**config.mk**
```make
export PLATFORM = sky130hd
export DESIGN_NAME = mmcm_ps_responder
export DESIGN_NICKNAME = d
export VERILOG_FILES = /design/src/rtl/mmcm_ps_pkg.sv /design/src/rtl/mmcm_ps_phase_acc.sv /design/src/rtl/mmcm_ps_responder.sv
export SDC_FILE = /design/constraint.sdc
export NUM_CORES = 1
export LEC_CHECK = 0
export CORE_MARGIN = 4
export CORE_UTILIZATION = 30
export DETAILED_ROUTE_END_ITERATION = 12
export HOLD_SLACK_MARGIN = 0.03
export MAX_ROUTING_LAYER = met4
export PLACE_DENSITY = 0.46
export SLEW_MARGIN = 20
export SYNTH_ARGS = -nofsm -noshare
export SYNTH_HDL_FRONTEND = slang
export SYNTH_SLANG_ARGS = --single-unit
```
**constraint.sdc**
```tcl
create_clock -name clk_usb -period 2.8 [get_ports clk_usb]
set_input_delay 0.56 -clock clk_usb [delete_from_list [all_inputs] [get_ports clk_usb]]
set_output_delay 0.56 -clock clk_usb [all_outputs]
set_load 0.01 [all_outputs]
```
**src/rtl/mmcm_ps_pkg.sv**
```systemverilog
// Shared constants for the MMCM phase-shift responder and the initiator benches that drive it.
package mmcm_ps_pkg;

  localparam logic [1:0] ST_IDLE  = 2'd0;
  localparam logic [1:0] ST_COUNT = 2'd1;
  localparam logic [1:0] ST_DONE  = 2'd2;

  localparam int unsigned DEFAULT_LATENCY          = 12;
  localparam int unsigned DEFAULT_STEPS_PER_PERIOD = 448;

endpackage

```
**src/rtl/mmcm_ps_phase_acc.sv**
```systemverilog
// Phase position tracker: modulo phase register plus a saturating signed step offset.
module mmcm_ps_phase_acc #(
  parameter int unsigned STEPS_PER_PERIOD = 448,
  parameter int unsigned OFFSET_W         = 16
) (
  input  logic                                clk_usb,
  input  logic                                reset,
  input  logic                                step_en,
  input  logic                                step_inc,
  output logic [$clog2(STEPS_PER_PERIOD)-1:0] phase_mod,
  output logic signed [OFFSET_W-1:0]          offset
);

  localparam int unsigned PHASE_W = $clog2(STEPS_PER_PERIOD);

  localparam logic [PHASE_W-1:0]         PHASE_MAX = PHASE_W'(STEPS_PER_PERIOD - 1);
  localparam logic signed [OFFSET_W-1:0] OFF_MAX   = {1'b0, {(OFFSET_W-1){1'b1}}};
  localparam logic signed [OFFSET_W-1:0] OFF_MIN   = {1'b1, {(OFFSET_W-1){1'b0}}};

  logic [PHASE_W-1:0]         phase_q, phase_d;
  logic signed [OFFSET_W-1:0] offset_q, offset_d;

  // Phase always wraps; only the offset saturates.
  always_comb begin
    phase_d  = phase_q;
    offset_d = offset_q;
    if (step_en) begin
      if (step_inc) begin
        phase_d  = (phase_q == PHASE_MAX) ? '0 : phase_q + 1'b1;
        offset_d = (offset_q == OFF_MAX) ? offset_q : offset_q + 1'b1;
      end else begin
        phase_d  = (phase_q == '0) ? PHASE_MAX : phase_q - 1'b1;
        offset_d = (offset_q == OFF_MIN) ? offset_q : offset_q - 1'b1;
      end
    end
  end

  always_ff @(posedge clk_usb) begin
    if (reset) begin
      phase_q  <= '0;
      offset_q <= '0;
    end else begin
      phase_q  <= phase_d;
      offset_q <= offset_d;
    end
  end

  assign phase_mod = phase_q;
  assign offset    = offset_q;

endmodule

```
**src/rtl/mmcm_ps_responder.sv**
```systemverilog
// MMCM dynamic phase-shift responder (PSEN/PSINCDEC/PSDONE, MMCM side).
// Define MMCM_PS_RESPONDER_STATS_EN to add saturating increment/decrement completion counters.
module mmcm_ps_responder
  import mmcm_ps_pkg::*;
#(
  parameter int unsigned LATENCY          = DEFAULT_LATENCY,
  parameter int unsigned STEPS_PER_PERIOD = DEFAULT_STEPS_PER_PERIOD,
  parameter int unsigned OFFSET_W         = 16
) (
  input  logic                                clk_usb,
  input  logic                                reset,
  input  logic                                I_psen,
  input  logic                                I_psincdec,
  input  logic                                I_clear_err,
  output logic                                O_psdone,
  output logic                                O_busy,
  output logic [$clog2(STEPS_PER_PERIOD)-1:0] O_phase_mod,
  output logic signed [OFFSET_W-1:0]          O_offset,
`ifdef MMCM_PS_RESPONDER_STATS_EN
  output logic [15:0]                         O_inc_count,
  output logic [15:0]                         O_dec_count,
`endif
  output logic                                O_overrun
);

  // Counter only ever holds LATENCY-2 down to 0.
  localparam int unsigned CNT_W = (LATENCY > 2) ? $clog2(LATENCY - 1) : 1;

  logic [1:0]       state_q, state_d;
  logic [CNT_W-1:0] cnt_q, cnt_d;
  logic             incdec_q, incdec_d;
  logic             overrun_q, overrun_d;
  logic             step_done;

  always_comb begin
    state_d   = state_q;
    cnt_d     = cnt_q;
    incdec_d  = incdec_q;
    overrun_d = overrun_q;
    step_done = 1'b0;
    if (I_clear_err) begin
      overrun_d = 1'b0;
    end
    case (state_q)
      ST_IDLE, ST_DONE: begin
        if (I_psen) begin
          incdec_d = I_psincdec;
          cnt_d    = CNT_W'(LATENCY - 2);
          state_d  = ST_COUNT;
        end else begin
          state_d = ST_IDLE;
        end
      end
      ST_COUNT: begin
        // A request while a step is in flight is dropped and flagged; set beats clear.
        if (I_psen) begin
          overrun_d = 1'b1;
        end
        if (cnt_q == '0) begin
          state_d   = ST_DONE;
          step_done = 1'b1;
        end else begin
          cnt_d = cnt_q - 1'b1;
        end
      end
      default: state_d = ST_IDLE;
    endcase
  end

  always_ff @(posedge clk_usb) begin
    if (reset) begin
      state_q   <= ST_IDLE;
      cnt_q     <= '0;
      incdec_q  <= 1'b0;
      overrun_q <= 1'b0;
    end else begin
      state_q   <= state_d;
      cnt_q     <= cnt_d;
      incdec_q  <= incdec_d;
      overrun_q <= overrun_d;
    end
  end

  // The accumulator steps on the edge entering DONE so its value lands with psdone.
  mmcm_ps_phase_acc #(
    .STEPS_PER_PERIOD (STEPS_PER_PERIOD),
    .OFFSET_W         (OFFSET_W)
  ) u_phase_acc (
    .clk_usb   (clk_usb),
    .reset     (reset),
    .step_en   (step_done),
    .step_inc  (incdec_q),
    .phase_mod (O_phase_mod),
    .offset    (O_offset)
  );

  assign O_psdone  = (state_q == ST_DONE);
  assign O_busy    = (state_q == ST_COUNT);
  assign O_overrun = overrun_q;

`ifdef MMCM_PS_RESPONDER_STATS_EN
  logic [15:0] inc_count_q, dec_count_q;

  always_ff @(posedge clk_usb) begin
    if (reset || I_clear_err) begin
      inc_count_q <= '0;
      dec_count_q <= '0;
    end else if (step_done) begin
      if (incdec_q && (inc_count_q != 16'hFFFF)) begin
        inc_count_q <= inc_count_q + 16'd1;
      end
      if (!incdec_q && (dec_count_q != 16'hFFFF)) begin
        dec_count_q <= dec_count_q + 16'd1;
      end
    end
  end

  assign O_inc_count = inc_count_q;
  assign O_dec_count = dec_count_q;
`endif

endmodule

```
# Word-level counts from Yosys, hierarchy flattened
# Cells that the tools add are included.
# totals
register_bits	33
in_bits	5
output_inout_bits	28
elab_cells	46
# op_classes
add_sub_neg	5
eq_ne	10
n_mux	17
n_reduce_logical	8
# op_table
cell	count
$mux W16	3
$eq A16 B16 Y1 const B	2
$mux W9	3
$add A16 B1 Y16 const B	1
$sub A16 B1 Y16 const B	1
$add A9 B1 Y9 const B	1
$eq A9 B9 Y1 const B	1
$logic_not A9 Y1	1
$sub A9 B1 Y9 const B	1
$mux W4	2
$ne A2 B2 Y1 const B	4
$pmux W4 S2	1
$mux W1	6
$reduce_and A3 Y1	2
$logic_not A4 Y1	1
$pmux W2 S2	1
$sub A4 B1 Y4 const B	1
$eq A2 B1 Y1 const B	1
$eq A2 B2 Y1 const B	1
$logic_not A2 Y1	1
$mux W2	1
$ne A2 B1 Y1 const B	1
$reduce_and A2 Y1	1
$reduce_bool A2 Y1	1
$reduce_or A2 Y1	1

# Longest topological paths before layout
# Gate-level depths: netlist (run 1).
# depth
depth_word	4
depth_mapped	9
ltp_nobuf	8

# Modules after synthesis
# From an unflattened synthesis (run 1), not the netlist that was laid out.
# hier_totals
hier_cells	309
hier_area_um2	2414.8
# by_module_without_submodules
mod	n_inst	cells_per_inst	area_each_um2	seq_area_each_um2
mmcm_ps_phase_acc	1	267	2044.5	500.5
mmcm_ps_responder	1	42	370.4	160.2

# Worst setup path after synthesis (run 1)
# Ideal clock, no wire load.
# synth_timing
path_kind	register to register
start	register incdec_q
end	register u_phase_acc.offset_q[15] (netlist: u_phase_acc.offset[15])
setup_ns	0.121
arrival_time_ns	2.425
required_ns	2.679
setup_slack_ns	0.254
stages_incl_launch_ff	9
n_path_buf	0
period_less_slack_ns	2.546
cell_sequence	dfxtp_1 -> inv_1 -> ha_1 -> a211oi_1 -> o211ai_1 -> a32o_1 -> or3_1 -> a21oi_1 -> mux2_2
# synth_via
elab_chain_len	2
word_cells_on_any_way	4
classes_between	eq/ne: 2; mux: 1; reduce/logical: 1
# synth_lines
element	line	rtl
from (decl)	mmcm_ps_responder.sv:31	logic incdec_q, incdec_d;
from (signal assigned)	mmcm_ps_responder.sv:79	incdec_q <= incdec_d;
$ne A2 B2 Y1 (no source line)	-	
$reduce_and A3 Y1 (no source line)	-	
to (signal assigned)	mmcm_ps_phase_acc.sv:44	offset_q <= offset_d;
to (decl)	mmcm_ps_phase_acc.sv:21	logic signed [OFFSET_W-1:0] offset_q, offset_d;
# Several ways; a longest one is shown, not always the timed one.
# A chain may end at the register's enable or synchronous reset.

# Final worst setup path (run 1)
# Ends and elaborated chain as after synthesis.

==> results of run 1 <==
worst max-delay path, delay by kind of cell, from the launching register on:
| kind | cells | cell delay [ns] |
|---|---|---|
| buf+inv | 2 | 0.36 |
| simple gates | 3 | 0.64 |
| fa+ha+maj | 1 | 0.34 |
| mux | 1 | 0.34 |
| flops | 1 | 0.40 |
| compound gates | 2 | 0.42 |
per-layer routing:
metal,vias up,track usage [%],share of wire [%]
met4,0,4.37,1.2
met2,50,20.9,43
li1,1206,-,-
met5,-,-,0
met3,8,1.94,4.1
met1,1106,20.0,52
synth_stat cells, drive strengths merged, types with 5 or more instances:
library cell	number
nand4	7
o21ai	17
clkbuf	10
xnor2	9
nand2b	5
nand2	23
dfxtp	33
inv	12
a21boi	6
nor2	36
or3	5
nor3	10
a21oi	32
mux2i	9
a21o	5
ha	18
nand3	8
o211ai	5
timing repair:
item,in CTS,in global routing
gates resized for setup,0,4
setup endpoints to repair,0,1
buffers inserted,0,2
kinds of logic after synthesis:
family / Yosys count
buf+inv: 26
fa+ha+maj: 19
flops: 33
compound gates: 91
mux: 10
simple gates: 115
xor+xnor: 13
power groups by stage:
| stage | clock, uW | sequential [uW] | combinational (uW) |
|---|---|---|---|
| after floorplan | 0 | 645 | 777 |
| after global placement | 0 | 662 | 1100 |
| after detailed placement | 0 | 659 | 1090 |
| after CTS | 389 | 649 | 1090 |
| after global routing | 404 | 664 | 1220 |
| final | 369 | 649 | 1100 |
through the flow:
stage / total power (uW) / instances / area, um2 / utilization, %
after detailed placement: 1750 / 438 / 2860 / 36.8
after global placement: 1760 / 438 / 2860 / 36.8
final: 2120 / 449 / 2980 / 38.3
after CTS: 2130 / 446 / 2950 / 37.9
after global routing: 2290 / 449 / 2980 / 38.3
after floorplan: 1420 / 307 / 2400 / -
worst paths after layout:
| kind | to | slack (ns) |
|---|---|---|
| min reg2reg | cnt_q[1]$_SDFFE_PP0P_ | 0.52 |
| min | cnt_q[1]$_SDFFE_PP0P_ | 0.52 |
| max | u_phase_acc.offset[15]$_SDFFE_PP0P_ | 0.20 |
| max reg2reg | u_phase_acc.offset[15]$_SDFFE_PP0P_ | 0.20 |
state kept, by name (all words and copies together), names as in the netlist:
register	cells
state_q	2
O_overrun	1
cnt_q	4
u_phase_acc.offset	16
u_phase_acc.phase_mod	9
incdec_q	1
cell type report:
class                   instances  area (um2)  area share, %
flip-flops and latches         33         662           22.2
clock buffers                   5        68.8           2.31
inverters                      13        53.8           1.81
repair inverters                1        7.51          0.252
multi-input cells             248        1630           54.7
well taps                     102         128           4.29
repair buffers                 44         410           13.8
clock inverters                 3        17.5          0.589
==> impl_results.md, run 1 <==
* Hold depth at 2
* Initial antenna violation count at 0
* Die Area at about 9500 um2
* Area growth from synthesis to layout at 23.8%
* Max Fclk at 385 MHz
* Setup TNS at 0 ns
* Drt drc at 0
* Via count at 2,370
* DRT Wirelength at 6630 um
* Overflow after GRT at 0
* First-pass GRT wire length at 10,800 um
* Row count at 32
* Setup violators final at 0
* Critical path's slowest cell: dfxtp_2
* Slew headroom at around 65%
* Post-synthesis mux area share at 4.22%
* NetSw at around 890 uW
* CP Launch Type: flop
* Final slew viol count at 0
* Syn_area_per_cell at 7.83 um2
* Largest net degree at the start of global routing at 33
* Drt via density at 5.28
* Critical path data arrival time at 2.78 ns
* Leak at 0.00111 uW
* Clock slew at reported path FFs at ~0.08 ns
* Routed len/inst at about 15 um
* Post-synth EDFFs at 0
* Diodes inserted at 0
* Core area at approximately 7800 um2
* Slew @ Worst Pin at 0.528 ns
* First drt pass iteration count at 4
* Area contributors post-synth: dfxtp_1, ha_1, a21oi_1
* Clock buffer count from CTS at 5
* Die Wd at 97.5 um
* CTS tree: built
* Synthesized Nets at 331
* CP peak stage delay at about 0.4 ns
* Sequential share of the synthesized area at 27.5%
* Root Driver: clkbuf_8
* Hold Path Class: reg2reg
* Number of I/O pins at 33
* VDD IR max at between 0.0002 and 0.0003 V
* Worst path required time at 2.99 ns
* Sequential power share at a little over 30%
* Top cell type's share of synthesized area at between 20% and 30%
* Cell Chain, Critical Path: clkinvlp_4, buf_4, ha_1, nor3_1, nor2_1, a32o_1, or3_1, a21oi_1, mux2_2
* Hold_sp: cnt_q[1]$_SDFFE_PP0P_
* Synth warnings at 0
* Status: completed
* Hold Fails Final Rpt at 0
* Pre-CTS WS at about 0.21 ns
* Worst hold margin at between 0.5 and 0.6 ns
* Leading area contributor after synthesis: dfxtp_1
* # fillers at roughly 830
* Int Power at 1230 uW
* Vias in the first global route at 2,127
* Global Route Usage Sum at 14.2%
* Placer Congestion at 0.840
* Pwr/cell area at 712 nW/um2
* Clk sink count at 33
* Final setup skew at 0.00824 ns
* Post-synth cell types at 53
* Worst setup path start: incdec_q$_SDFFE_PP0P_
* DP HPWL at 4780 um
* Share of cells above drive strength 1 at 8.36%
* Final WS setup at about 0.20 ns
* Most common cell after layout, fill and taps aside: nor2_1
* Synth Area in Simple Gates at 24.0%
* Worst R2R Path Depth at 9
* Commonest cells after routing, fill and taps aside: nor2_1, dfxtp_1, a21oi_1, clkdlybuf4s50_1, nand2_1
* Post-synthesis cell count at between 300 and 400
* Post-synthesis xor/xnor area fraction at 4.74%
* Synthesized area at about 2400 um2
* Top_reg_cell synth: dfxtp_1
* Logic pwr share at 51.9%
* Crit path time final at approximately 2.6 ns
* Max Buffers Root-to-Sink at 2
* Switching part of the total at around two fifths
* Htree depth at 2
* Yosys reg bits at 33
* Worst setup path class: reg2reg
* Die Y at between 90 and 100 um
* Asr flop ratio synth at 0%
* Post-route ant nets at 0
* 1st-iter DRT viols at 134
* RR Startpoint: incdec_q$_SDFFE_PP0P_
* Synth Area in Compound Gates at 24.4%
* Post-Synth Adder-Cell Area at 10.2%
* Max-cap violations at 0
* Hold-fix buffers at CTS at 0
* Final #Nets at 370
* CP Capture Type: flop
* Crit-path max FO at 5
* Worst-Skew Late Latency at 0.29 ns
* RSZ-0062 raised after global routing: no
* Crit share post-route at 92.8%
* Clock share of power at 17.4%
* Initial Util at ~31%
* IO buf count at 32
* Largest family of logic cells by synthesized area: compound AO/OA/AOI/OAI gates
No activity file was read; power rests on OpenSTA's default activity.
==> inputs of run 2 (changes only) <==
--- a/config.mk
+++ b/config.mk
@@ -10,7 +10,7 @@
 export DETAILED_ROUTE_END_ITERATION = 12
 export HOLD_SLACK_MARGIN = 0.03
 export MAX_ROUTING_LAYER = met4
-export PLACE_DENSITY = 0.46
+export PLACE_DENSITY = 0.48
 export SLEW_MARGIN = 20
 export SYNTH_ARGS = -nofsm -noshare
 export SYNTH_HDL_FRONTEND = slang
==> constraint.sdc (replaced) <==
create_clock -name clk_usb -period 2.1 [get_ports clk_usb]
set_input_delay 0.42 -clock clk_usb [delete_from_list [all_inputs] [get_ports clk_usb]]
set_output_delay 0.42 -clock clk_usb [all_outputs]
set_load 0.01 [all_outputs]
==> run 2 against run 1 <==
Effect of this change:
- hold slack improved by 0.0067 ns
- the run now ends with setup timing left
- final cell count rose by 12%
- non-clock buffer count rose by 56
- worst setup slack got worse by 0.37 ns
- sequential power rose by 27%
- maximum frequency rose by 15%
- critical path depth did not move
- largest cell class unchanged
- clock power rose by 100%
- sequential cell count did not move
==> impl_results.md, run 2 (same netlist as run 1, synthesis figures left out) <==
* First drt pass iteration count at 6
* Max reg flops at 16
* Critical path's slowest cell: dfxtp_4
* 1st-iter DRT viols at 92
* DRT Wirelength at 7490 um
* CP Launch Type: flop
* Setup slack, reg-to-reg at -0.17 ns
* # fillers at roughly 800
* Cell Chain, Critical Path: inv_8, buf_6, ha_4, o211ai_1, o211ai_1, a32o_1, or3_1, a21oi_2, mux2_4
* Crit share post-route at 108%
* Worst-case hold path end point: cnt_q[1]$_SDFFE_PP0P_
* Slew @ Worst Pin at 0.483 ns
* Initial antenna violation count at 0
* Failing checks: setup timing
* Final setup skew at 0.00466 ns
* Slew headroom at 67.7%
* Hold depth at 2
* Die Y at 97.5 um
* Clk sink count at 33
* DP HPWL at 5460 um
* Via count at approximately 2,600
* Area growth from synthesis to layout at 56.6%
* Worst R2R Path Depth at 9
* Crit path time final at 2.27 ns
* First-pass GRT wire length at between 10,000 and 15,000 um
* Hold Path Class: reg2reg
* Capturing point of the worst reg2reg path: u_phase_acc.offset[15]$_SDFFE_PP0P_
* Commonest cells after routing, fill and taps aside: buf_4, nor2_1, clkdlybuf4s50_1, dfxtp_1, a21oi_1
* Final slew viol count at 0
* Root Driver: clkbuf_8
* Crit-path max FO at 5
* Global Route Usage Sum at 16.5%
* Drt via density at 5.15
* Max-cap violations at 0
* Most common cell after layout, fill and taps aside: buf_4
* Pre-CTS WS at -0.368 ns
* Overflow after GRT at 0
* Clock slew at reported path FFs at 0.08 ns
* Die Wd at a little under 100 um
* IO buf count at 32
* Number of I/O pins at 33
* RSZ-0062 raised after global routing: yes
* Diodes inserted at 0
* Setup violators final at 4
* Post-route ant nets at 0
* Final WS setup at -0.167 ns
* Fin area at 3760 um2
* Worst path required time at about 2.3 ns
* Max Fclk at 441 MHz
* Drt drc at 0
* Placed inst area at 3280 um2
* Share of cells above drive strength 1 at 29.4%
* CP most frequent cell: o211ai_1
* CP peak stage delay at 0.38 ns
* Setup TNS at -0.373 ns
* Final #Nets at 425
* Die Area at 9510 um2
* Htree depth at 2
* Pwr/cell area at 987 nW/um2
* Core area at ~7800 um2
* Initial Util at 30.9%
* Clock buffer count from CTS at 5
* Critical path data arrival time at 2.46 ns
* Vias in the first global route at 2,565
* Leak at roughly 0.0015 uW
* Hold Fails Final Rpt at 0
* Row count at 32
* CP Capture Type: flop
* Hold_sp: cnt_q[1]$_SDFFE_PP0P_
* VDD IR max at roughly 0.00032 V
* Hold-fix buffers at CTS at 0
* Placer Congestion at 0.846
* Routed len/inst at 14.9 um
* Status: finished, violations left
* CTS tree: built
* Worst-Skew Late Latency at 0.30 ns
* RR Startpoint: incdec_q$_SDFFE_PP0P_
* Worst setup path class: reg2reg
* Largest net degree at the start of global routing at 22
* Max Buffers Root-to-Sink at 2
## run 2: cell count changes in the layout (fill, tap and decap cells not counted), moves of 3 or more
cell / delta
buf_4: +49
buf_6: +6
ha_1: -8
a21oi_1: -8
ha_4: +8
a21oi_2: +6
clkinvlp_4: -3
## run 2: layout make-up
class / instances / area, um2 / share of cell area [%]
Clock buffer: 5 / 68.8 / 1.83
Multi-Input combinational cell: 248 / 1910 / 50.8
Sequential cell: 33 / 666 / 17.7
Tap cell: 102 / 128 / 3.39
Timing Repair Buffer: 100 / 866 / 23.0
Clock inverter: 3 / 65.1 / 1.73
Inverter: 13 / 57.6 / 1.53
## run 2: stage by stage
step                      hold slack, ns  instances  total power [uW]  utilization (%)
after detailed placement           0.516        494              2670             42.2
after CTS                          0.525        504              3600             46.8
final                              0.524        504              3720             48.5
after floorplan                    0.485        307              1900                -
after global routing               0.563        504              3990             48.5
after global placement             0.510        494              2670             42.2
## run 2: metal layers
metal	vias to the layer above	track usage (%)	part of all wire, %
li1	1312	-	-
met1	1232	22.4	49
met2	40	25.5	46
met3	10	2.94	3.5
met4	0	3.73	0.93
met5	-	-	0
## run 2: what timing repair did
| action | 4_1_cts | 5_1_grt |
|---|---|---|
| hold endpoints to repair | 0 | 0 |
| pin swaps | 16 | 12 |
| gates resized for setup | 38 | 24 |
| endpoints found under the setup margin | 7 | 16 |
| buffers inserted | 2 | 1 |
| cloned | 0 | 0 |
## run 2: critical path: cells and delay by family, from the launching register on
kind	cells	cell delay, ns
simple gates	1	0.33
fa+ha+maj	1	0.26
mux	1	0.31
buf+inv	2	0.17
compound gates	4	0.72
flops	1	0.38
## run 2: worst max-delay path by stage
stage / start / to / slack, ns / depth (start not counted)
after floorplan: incdec_q$_SDFFE_PP0P_ / u_phase_acc.offset[15]$_SDFFE_PP0P_ / -0.45 / 8
after global placement: incdec_q$_SDFFE_PP0P_ / u_phase_acc.offset[15]$_SDFFE_PP0P_ / -0.31 / 9
after detailed placement: incdec_q$_SDFFE_PP0P_ / u_phase_acc.offset[15]$_SDFFE_PP0P_ / -0.37 / 9
after CTS: incdec_q$_SDFFE_PP0P_ / u_phase_acc.offset[15]$_SDFFE_PP0P_ / -0.14 / 9
after global routing: incdec_q$_SDFFE_PP0P_ / u_phase_acc.offset[15]$_SDFFE_PP0P_ / -0.23 / 9
final: incdec_q$_SDFFE_PP0P_ / u_phase_acc.offset[15]$_SDFFE_PP0P_ / -0.17 / 9
## run 2: where the power goes
group	total, uW	internal (uW)	switching [uW]	leakage (uW)
Sequential	823	720	104	0.000270
Combinational	2140	1140	1000	0.00114
Clock	747	472	275	0.0000681
==> inputs of run 3 (changes only) <==
--- a/config.mk
+++ b/config.mk
@@ -5,7 +5,7 @@
 export SDC_FILE = /design/constraint.sdc
 export NUM_CORES = 1
 export LEC_CHECK = 0
-export CORE_MARGIN = 4
+export CORE_MARGIN = 3
 export CORE_UTILIZATION = 30
 export DETAILED_ROUTE_END_ITERATION = 12
 export HOLD_SLACK_MARGIN = 0.03
==> run 3 against run 2 <==
Effect of this change:
- the run still ends with setup timing left
- final cell count rose by 0.79%
- clock skew rose by 0.0062 ns
- global-route usage rose by 0.81 points
- clock power fell by 0.7%
- hold slack improved by 0.027 ns
- sequential cell count did not move
- non-clock buffer count rose by 4
- maximum frequency fell by 2.4%
- sequential power rose by 2%
- largest cell class unchanged
- highest routed layer unchanged
==> impl_results.md, run 3 (same netlist as run 1, synthesis figures left out) <==
* Status: finished, violations left
* Failing checks: setup timing
* VDD IR max at 0.000336 V
* Hold Fails Final Rpt at 0
* Via count at ~2,600
* Clock slew at reported path FFs at ~0.080 ns
* Slew headroom at between 70% and 80%
* Final #Nets at 429
* First-pass GRT wire length at about 12,000 um
* # fillers at between 700 and 800
* 1st-iter DRT viols at 119
* Post-route ant nets at 0
* Worst path required time at between 2 and 2.5 ns
* Hold Path Class: reg2reg
* Crit-path max FO at 7
* Core area at around 7800 um2
* DRT Wirelength at 7500 um
* Max-cap violations at 0
* Drt via density at 5.08
* Max Fclk at 431 MHz
* Die Wd at approximately 96 um
* Die Y at 95.5 um
* Most common cell after layout, fill and taps aside: buf_4
* Worst hold margin at about 0.55 ns
* Area growth from synthesis to layout at 60.8%
* Critical path data arrival time at 2.51 ns
* Worst-Skew Late Latency at 0.29 ns
* Overflow after GRT at 0
* Htree depth at 2
* Initial Util at 30.9%
* Final setup skew at ~0.011 ns
* Commonest cells after routing, fill and taps aside: buf_4, nor2_1, clkdlybuf4s50_1, dfxtp_1, a21oi_1
* Setup TNS at -0.660 ns
* Routed len/inst at 14.8 um
* Initial antenna violation count at 0
* Die Area at 9120 um2
* Row count at 32
* Share of cells above drive strength 1 at 31.8%
* Clock buffer count from CTS at 5
* Number of I/O pins at 33
* Leak at 0.00152 uW
* Final core occ at 49.8%
* CTS tree: built
* Crit path time final at 2.32 ns
* Placer Congestion at 0.844
* Final WS setup at -0.223 ns
* Clk sink count at 33
* Pwr/cell area at 985 nW/um2
* Setup violators final at 5
* CP Launch Type: flop
* Slew @ Worst Pin at 0.393 ns
* Max Buffers Root-to-Sink at 2
* Global Route Usage Sum at 17.3%
* Vias in the first global route at 2,418
* Drt drc at 0
* Worst setup path class: reg2reg
* DP HPWL at approximately 5400 um
* RSZ-0062 raised after global routing: yes
* Final slew viol count at 0
* IO buf count at 32
* Diodes inserted at 0
* CP Capture Type: flop
* Max reg flops at 16
* First drt pass iteration count at 5
* Crit share post-route at 111%
* Root Driver: clkbuf_8
* Largest net degree at the start of global routing at 22
-- run 3: cell types whose count changed in the layout (fill, tap and decap cells not counted), moves of 2 or more --
cell	change
buf_4	+6
buf_6	-5
ha_1	-4
ha_4	+3
nor4_1	+2
nor4_2	-2
-- run 3: through the flow --
stage,cell area [um2],power [uW],worst slack (ns),cells
after global placement,3280,2640,-0.334,492
after detailed placement,3280,2650,-0.395,492
after CTS,3650,3580,-0.197,503
after global routing,3860,4110,-0.322,508
final,3860,3810,-0.223,508
after floorplan,2400,1900,-0.446,307
-- run 3: final cells by class --
| cell class | instances | area [um2] | area share, % |
|---|---|---|---|
| repair buffers | 104 | 917 | 23.7 |
| clock inverters | 3 | 65.1 | 1.68 |
| well taps | 102 | 128 | 3.30 |
| multi-input cells | 248 | 1970 | 50.9 |
| inverters | 13 | 55.1 | 1.42 |
| clock buffers | 5 | 68.8 | 1.78 |
| flip-flops and latches | 33 | 666 | 17.2 |
-- run 3: per-layer routing --
| layer | wire length [um] | vias to the layer above | global-route usage [%] |
|---|---|---|---|
| met4 | 138 | 0 | 4.15 |
| li1 | - | 1325 | - |
| met2 | 3440 | 57 | 26.2 |
| met1 | 3660 | 1184 | 23.9 |
| met3 | 274 | 13 | 3.00 |
| met5 | 0 | - | - |
-- run 3: final timing paths --
path	start	endpoint	slack (ns)	depth (start not counted)
worst max register to register	incdec_q$_SDFFE_PP0P_	u_phase_acc.offset[15]$_SDFFE_PP0P_	-0.22	10
worst max-delay path	incdec_q$_SDFFE_PP0P_	u_phase_acc.offset[15]$_SDFFE_PP0P_	-0.22	10
worst min-delay path	cnt_q[1]$_SDFFE_PP0P_	cnt_q[1]$_SDFFE_PP0P_	0.55	2
worst min register to register	cnt_q[1]$_SDFFE_PP0P_	cnt_q[1]$_SDFFE_PP0P_	0.55	2
-- run 3: critical path, cell delays in order (launching register included) --
cell,delay (ns)
dfxtp_4,0.36
inv_6,0.07
buf_12,0.13
buf_8,0.15
ha_4,0.21
a21oi_1,0.19
o21bai_1,0.09
a21o_1,0.20
or3_4,0.37
a21oi_2,0.14
mux2_4,0.30
-- run 3: timing repair --
| item | 4_1_cts | 5_1_grt |
|---|---|---|
| gates resized for setup | 35 | 33 |
| buffers inserted | 2 | 5 |
| endpoints found under the setup margin | 7 | 17 |
| hold buffers | 0 | 0 |
| gates cloned | 1 | 0 |
| pin swaps | 10 | 12 |
-- run 3: power by group --
part | switching, uW | internal [uW] | total, uW
sequential | 121 | 721 | 842
clock | 270 | 472 | 742
combinational | 1040 | 1190 | 2220
total | 1430 | 2380 | 3810
